==> config.mk <==
export PLATFORM = sky130hd
export DESIGN_NAME = lane_dly_step_ctrl
export DESIGN_NICKNAME = d
export VERILOG_FILES = /design/src/rtl/lane_dly_step_ctrl.sv
export SDC_FILE = /design/constraint.sdc
export NUM_CORES = 1
export LEC_CHECK = 0
export ABC_AREA = 0
export ABC_CLOCK_PERIOD_IN_PS = 2600
export CORE_ASPECT_RATIO = 1.4
export CORE_MARGIN = 8
export CORE_UTILIZATION = 55
export CTS_CLUSTER_DIAMETER = 120
export DETAILED_ROUTE_END_ITERATION = 10
export PLACE_DENSITY_LB_ADDON = 0.08
export REMOVE_ABC_BUFFERS = 1
export SYNTH_ARGS = -nofsm -noshare
export SYNTH_HDL_FRONTEND = slang
export SYNTH_SLANG_ARGS = --single-unit
==> constraint.sdc <==
create_clock -name FAB_CLK -period 2.6 [get_ports FAB_CLK]
set_input_delay 0.26 -clock FAB_CLK [delete_from_list [all_inputs] [get_ports FAB_CLK]]
set_output_delay 0.26 -clock FAB_CLK [all_outputs]
set_load 0.005 [all_outputs]
==> src/rtl/lane_dly_step_ctrl.sv <==
// lane_dly_step_ctrl
// -----------------------------------------------------------------------------
// Tap-move sequencer that sits directly in front of one DDR4 PHY lane
// controller, in the FAB_CLK domain. Training logic issues move or reload
// requests. This block turns each request into the lane's
// DELAY_LINE_SEL/LOAD/DIRECTION/MOVE controls and applies the required pause,
// setup and gap timing around every pulse. It tracks the RX and TX tap
// positions and stops a move burst when the lane reports out-of-range.
//
// Configuration macro: LANE_DLY_STEP_AUTO_PAUSE_EN
//   defined   : HS_IO_CLK_PAUSE is wrapped around every burst (PAUSE/UNPAUSE).
//   undefined : no PAUSE/UNPAUSE phases; HS_IO_CLK_PAUSE is tied low.
//
// Ports
//   FAB_CLK, ARST_N                     clock, async active-low reset
//   REQ_VALID/READY                     request handshake (READY only in IDLE)
//   REQ_SEL/DIR/LOAD/STEPS              line (0=RX,1=TX), direction, reload, count
//   RX/TX_DELAY_LINE_OUT_OF_RANGE       lane range status
//   DELAY_LINE_SEL/LOAD/DIRECTION/MOVE  lane delay-line controls
//   HS_IO_CLK_PAUSE                     lane clock pause
//   BUSY, DONE, OOR_ERR                 status (DONE is a one-cycle pulse)
//   RX_TAP, TX_TAP                      tracked tap positions
// All outputs are registered.
// -----------------------------------------------------------------------------
module lane_dly_step_ctrl #(
    parameter int PAUSE_CYCLES   = 4,
    parameter int MOVE_GAP       = 3,
    parameter int UNPAUSE_CYCLES = 2,
    parameter int DEFAULT_TAP    = 1,
    parameter int MAX_TAP        = 255
) (
    input  logic       FAB_CLK,
    input  logic       ARST_N,
    input  logic       REQ_VALID,
    output logic       REQ_READY,
    input  logic       REQ_SEL,
    input  logic       REQ_DIR,
    input  logic       REQ_LOAD,
    input  logic [7:0] REQ_STEPS,
    input  logic       RX_DELAY_LINE_OUT_OF_RANGE,
    input  logic       TX_DELAY_LINE_OUT_OF_RANGE,
    output logic       DELAY_LINE_SEL,
    output logic       DELAY_LINE_LOAD,
    output logic       DELAY_LINE_DIRECTION,
    output logic       DELAY_LINE_MOVE,
    output logic       HS_IO_CLK_PAUSE,
    output logic       BUSY,
    output logic       DONE,
    output logic       OOR_ERR,
    output logic [7:0] RX_TAP,
    output logic [7:0] TX_TAP
);

    typedef enum logic [2:0] {
        ST_IDLE    = 3'd0,
        ST_PAUSE   = 3'd1,
        ST_SETUP   = 3'd2,
        ST_PULSE   = 3'd3,
        ST_GAP     = 3'd4,
        ST_UNPAUSE = 3'd5,
        ST_DONE    = 3'd6
    } state_t;

    // Phase counters count up from 0 and stop at the phase's last cycle.
    localparam logic [3:0] PAUSE_LAST   = 4'(PAUSE_CYCLES - 1);
    localparam logic [3:0] GAP_LAST     = 4'(MOVE_GAP - 1);
    localparam logic [3:0] UNPAUSE_LAST = 4'(UNPAUSE_CYCLES - 1);
    localparam logic [7:0] DEF_TAP8     = 8'(DEFAULT_TAP);
    localparam logic [7:0] MAX_TAP8     = 8'(MAX_TAP);

`ifdef LANE_DLY_STEP_AUTO_PAUSE_EN
    localparam state_t ST_AFTER_ACCEPT = ST_PAUSE;
    localparam state_t ST_AFTER_BURST  = ST_UNPAUSE;
`else
    localparam state_t ST_AFTER_ACCEPT = ST_SETUP;
    localparam state_t ST_AFTER_BURST  = ST_DONE;
`endif

    state_t     state_q, state_d;
    logic [3:0] cnt_q, cnt_d;
    logic [7:0] steps_q, steps_d;
    logic       sel_q, sel_d, dir_q, dir_d, load_q, load_d;
    logic       oor_q, oor_d;
    logic [7:0] rx_tap_q, rx_tap_d, tx_tap_q, tx_tap_d;
    logic       oor_in_s;

    logic       ready_q, ready_d, busy_q, busy_d, done_q, done_d;
    logic       pause_q, pause_d, move_q, move_d, dl_load_q, dl_load_d;
    logic       dl_sel_q, dl_sel_d, dl_dir_q, dl_dir_d;

    // One saturating tap step; saturation never suppresses the lane pulse.
    function automatic logic [7:0] tap_step(input logic [7:0] tap, input logic up);
        logic [7:0] res;
        if (up) begin
            res = (tap == MAX_TAP8) ? tap : tap + 8'd1;
        end else begin
            res = (tap == 8'd0) ? tap : tap - 8'd1;
        end
        return res;
    endfunction

    // State, counters, latched request and tracked taps.
    always_ff @(posedge FAB_CLK or negedge ARST_N) begin
        if (!ARST_N) begin
            state_q  <= ST_IDLE;
            cnt_q    <= 4'd0;
            steps_q  <= 8'd0;
            sel_q    <= 1'b0;
            dir_q    <= 1'b0;
            load_q   <= 1'b0;
            oor_q    <= 1'b0;
            rx_tap_q <= DEF_TAP8;
            tx_tap_q <= DEF_TAP8;
        end else begin
            state_q  <= state_d;
            cnt_q    <= cnt_d;
            steps_q  <= steps_d;
            sel_q    <= sel_d;
            dir_q    <= dir_d;
            load_q   <= load_d;
            oor_q    <= oor_d;
            rx_tap_q <= rx_tap_d;
            tx_tap_q <= tx_tap_d;
        end
    end

    // Next-state logic: sequencing, abort on out-of-range, and tap update.
    always_comb begin
        state_d  = state_q;
        cnt_d    = 4'd0;
        steps_d  = steps_q;
        sel_d    = sel_q;
        dir_d    = dir_q;
        load_d   = load_q;
        oor_d    = oor_q;
        rx_tap_d = rx_tap_q;
        tx_tap_d = tx_tap_q;
        oor_in_s = sel_q ? TX_DELAY_LINE_OUT_OF_RANGE : RX_DELAY_LINE_OUT_OF_RANGE;
        case (state_q)
            ST_IDLE: begin
                if (REQ_VALID && ready_q) begin
                    steps_d = REQ_STEPS;
                    load_d  = REQ_LOAD;
                    oor_d   = 1'b0;
                    if ((REQ_STEPS == 8'd0) && !REQ_LOAD) begin
                        // Empty request: keep SEL/DIR low so the lane sees no activity.
                        sel_d   = 1'b0;
                        dir_d   = 1'b0;
                        state_d = ST_DONE;
                    end else begin
                        sel_d   = REQ_SEL;
                        dir_d   = REQ_DIR;
                        state_d = ST_AFTER_ACCEPT;
                    end
                end else begin
                    state_d = ST_IDLE;
                end
            end
            ST_PAUSE: begin
                if (cnt_q == PAUSE_LAST) begin
                    state_d = ST_SETUP;
                end else begin
                    cnt_d = cnt_q + 4'd1;
                end
            end
            ST_SETUP: begin
                state_d = ST_PULSE;
            end
            ST_PULSE: begin
                state_d = ST_GAP;
            end
            ST_GAP: begin
                if (cnt_q == GAP_LAST) begin
                    // Only sample point of the lane's range status.
                    if (oor_in_s) begin
                        oor_d   = 1'b1;
                        steps_d = 8'd0;
                        state_d = ST_AFTER_BURST;
                    end else if (load_q) begin
                        if (sel_q) begin
                            tx_tap_d = DEF_TAP8;
                        end else begin
                            rx_tap_d = DEF_TAP8;
                        end
                        state_d = ST_AFTER_BURST;
                    end else begin
                        if (sel_q) begin
                            tx_tap_d = tap_step(tx_tap_q, dir_q);
                        end else begin
                            rx_tap_d = tap_step(rx_tap_q, dir_q);
                        end
                        steps_d = steps_q - 8'd1;
                        state_d = (steps_q == 8'd1) ? ST_AFTER_BURST : ST_PULSE;
                    end
                end else begin
                    cnt_d = cnt_q + 4'd1;
                end
            end
            ST_UNPAUSE: begin
                if (cnt_q == UNPAUSE_LAST) begin
                    state_d = ST_DONE;
                end else begin
                    cnt_d = cnt_q + 4'd1;
                end
            end
            ST_DONE: begin
                state_d = ST_IDLE;
            end
            default: begin
                state_d = ST_IDLE;
            end
        endcase
    end

    // Output decode from the next state so every output comes from a flop.
    always_comb begin
        ready_d   = (state_d == ST_IDLE);
        busy_d    = (state_d != ST_IDLE);
        done_d    = (state_d == ST_DONE);
        move_d    = (state_d == ST_PULSE) && !load_d;
        dl_load_d = (state_d == ST_PULSE) && load_d;
        dl_sel_d  = (state_d != ST_IDLE) ? sel_d : 1'b0;
        dl_dir_d  = (state_d != ST_IDLE) ? dir_d : 1'b0;
`ifdef LANE_DLY_STEP_AUTO_PAUSE_EN
        pause_d   = state_d inside {ST_PAUSE, ST_SETUP, ST_PULSE, ST_GAP, ST_UNPAUSE};
`else
        pause_d   = 1'b0;
`endif
    end

    // Output registers.
    always_ff @(posedge FAB_CLK or negedge ARST_N) begin
        if (!ARST_N) begin
            ready_q   <= 1'b1;
            busy_q    <= 1'b0;
            done_q    <= 1'b0;
            pause_q   <= 1'b0;
            move_q    <= 1'b0;
            dl_load_q <= 1'b0;
            dl_sel_q  <= 1'b0;
            dl_dir_q  <= 1'b0;
        end else begin
            ready_q   <= ready_d;
            busy_q    <= busy_d;
            done_q    <= done_d;
            pause_q   <= pause_d;
            move_q    <= move_d;
            dl_load_q <= dl_load_d;
            dl_sel_q  <= dl_sel_d;
            dl_dir_q  <= dl_dir_d;
        end
    end

    assign REQ_READY            = ready_q;
    assign BUSY                 = busy_q;
    assign DONE                 = done_q;
    assign HS_IO_CLK_PAUSE      = pause_q;
    assign DELAY_LINE_MOVE      = move_q;
    assign DELAY_LINE_LOAD      = dl_load_q;
    assign DELAY_LINE_SEL       = dl_sel_q;
    assign DELAY_LINE_DIRECTION = dl_dir_q;
    assign OOR_ERR              = oor_q;
    assign RX_TAP               = rx_tap_q;
    assign TX_TAP               = tx_tap_q;

endmodule

==> impl_results.md <==
* Register area share after synthesis at 38.3%
* CP delay by family, top: simple AND/OR/NAND/NOR gates
* R2r startpoint: cnt_q[0]
* Buffers on Ports at 39
* Hold Path Class: primary input to async pin
* Most frequent cell after synthesis: dfrtp_1
* Number of buffers created by CTS at 5
* VDD IR max at just under 0.7 mV
* Clk slew on worst S/H paths at 80 ps
* Post-synth top area share at 35.4%
* Max stage delay cell, worst path: or3b_2
* Filler Cell Count at ~380
* DRT iter0 DRCs at 192
* Clk buf depth at 2
* Area contributors post-synth: dfrtp_1 (35%), ha_1 (7.7%), nand2_1 (4.6%)
* Antenna cells at 0
* MaxCap Viol Count at 0
* Fin. Hold Viols at 0
* Rel. slew slack at a little under two fifths
* Leak at 1.43 nW
* H-tree Lvls at 2
* Area Overhead vs Synth at 20.4%
* I/O pins at 41
* Grt ovf at 0
* Post-CTS sizing at 0
* Worst skew pair latency at 290 ps
* F_max at approximately 0.43 GHz
* Post-Route Setup TNS at 0 ps
* Die height at roughly 100 microns
* Synth area leader: dfrtp_1
* Worst Path Required at between 2000 and 3000 ps
* Period minus WS final at 2350 ps
* Die ar. at 7560 sq um
* Met3 usage at 2.72%
* Fraction of layout cells with a size suffix above 1 at 9.12%
* Drt via density at 6.01
* Main flop type after synthesis: dfrtp_1
* Total power at between 3 and 4 mW
* Slew at the pin closest to its max-slew limit at 927 ps
* Register Area at about 1100 sq um
* Per-cell routed wire length at 16.1 microns
* Crit. End Element: flop
* Syn Inst Count at 298
* Largest net degree at the start of global routing at 43
* Fin crit share at 90.3%
* Vias at 2,427
* FF+latch count, synth at 42
* CTS sink count at 42
* GRT Max-Usage Layer: met2
* Cell Pwr Density at 1110 nW/um^2
* CP Class: flop to flop
* Antenna violations before repair at 0
* CORE AREA at 4840 sq um
* Status: completed
* Syn avg cell area at 9.25 sq um
* # nets final at between 300 and 400
* Initial DRT Pass Iterations at 4
* Worst Setup SP: cnt_q[0]
* Netlist cell types at 58
* Arr. time, crit path at between 2000 and 3000 ps
* Post-Syn Area at 2760 sq um
* HPWL Detailed at 4.98 mm
* Async S/R FF share, synth at 100%
* Met1 usage at 21.5%
* Starting density of the core at 56.9%
* Clock skew at 8.13 ps
* # rows at 30
* CP cell instances: inv_1 -> ha_1 -> or3b_2 -> nor4_2 -> nand3_1 -> buf_4 -> a2111oi_0 -> a21o_1
* Detail Route Antenna Nets at 0
* RSZ-0062 raised after global routing: false
* Final slew viol count at 0
* Area occupied by multi-input gates at 1580 sq um
* CP max FO at 8
* First-pass GRT wire length at ~11 mm
* Vias in the first global route at 2,455
* DRC violations left at 0
* # hold bufs at CTS at 0
* Startpoint Class: flop
* All-Layer GR Usage at 18.5%
* Slowest cell delay on critical path at 530 ps
* Chip width at 75.8 microns
* Routability Congestion at 0.882
* Warnings from Yosys at 0
* WL final at 6.51 mm
* Root buf cell: clkbuf_8
* CTS tree: built
* Met2 Usage GRT at 31.8%
* Synth top cells by count: dfrtp_1 (39), nand2_1 (34), nor2_1 (22)
* Setup Buffers After CTS at 0
* Final setup fails at 0
* Number of synthesized flops with an enable pin at 0
* Buf+Inv Stages, Crit Path at 2
-- worst reg2reg max path, stage by stage, from the launching register on --
cell and delay [ps]:
dfrtp_1 430, inv_1 80, ha_1 210, or3b_2 530, nor4_2 220, nand3_1 170
buf_4 190, a2111oi_0 330, a21o_1 120
-- cells by family after synthesis --
kind of cell    synth area share, %
other cells                   0.136
flops                          38.3
simple gates                   23.7
xor+xnor                       1.59
mux                            1.18
compound gates                 21.6
buf+inv                        4.36
fa+ha+maj                      9.17
-- cell type report --
cell class / count / share of cell area, %
Clock inverter: 1 / 0.905
Tap cell: 64 / 2.41
Clock buffer: 7 / 2.60
Inverter: 13 / 1.47
Multi-Input combinational cell: 231 / 47.6
Sequential cell: 42 / 31.8
Timing Repair Buffer: 46 / 13.2
-- per-stage QoR --
step,area [sq um],setup slack (ps),hold WS [ps],utilization [%],instances
after floorplan,2690,325,-35.6,-,286
after global placement,3200,315,451,66.1,396
after detailed placement,3200,264,453,66.1,396
after CTS,3320,248,139,68.6,404
after global routing,3320,72.5,200,68.6,404
final,3320,251,111,68.6,404
-- metal layers --
layer	wire [microns]	vias to the layer above
li1	-	1192
met1	2700	1154
met2	3390	71
met3	318	10
met4	98	0
met5	0	-
-- cell usage in the layout, fill, tap and decap left out, types with 8 or more instances in the layout --
cell type	netlist	final
a21oi_1	11	11
clkdlybuf4s50_1	0	38
dfrtp_1	39	39
ha_1	17	17
inv_1	13	13
nand2_1	34	34
nor2_1	22	22
nor3_1	8	8
o21ai_0	19	19
o41ai_1	8	8
-- worst paths after layout --
kind                                  end  slack [ps]  depth (start not counted)
worst max-delay path            RX_TAP[4]         250                          8
worst min-delay path            TX_TAP[6]         110                          1
worst max register to register  RX_TAP[4]         250                          8
worst min register to register    OOR_ERR         510                          2
max in group asynchronous       TX_TAP[3]        1920                          1
min in group FAB_CLK              OOR_ERR         510                          2
-- state kept, by name (all words and copies together), names as in the netlist --
register / count
DELAY_LINE_LOAD: 1
steps_q: 8
REQ_READY: 1
cnt_q: 4
DELAY_LINE_SEL: 1
state_q: 3
load_q: 1
DELAY_LINE_MOVE: 1
dir_q: 1
RX_TAP: 8
DELAY_LINE_DIRECTION: 1
BUSY: 1
OOR_ERR: 1
sel_q: 1
DONE: 1
TX_TAP: 8
-- power by group --
group          total, mW  internal, mW  switching (mW)  leakage [nW]
clock network      0.536         0.313           0.223        0.0585
logic               1.97         0.931            1.04         0.833
registers           1.19         0.904           0.284         0.538
Note: power is estimated with default switching activity, not from simulation.
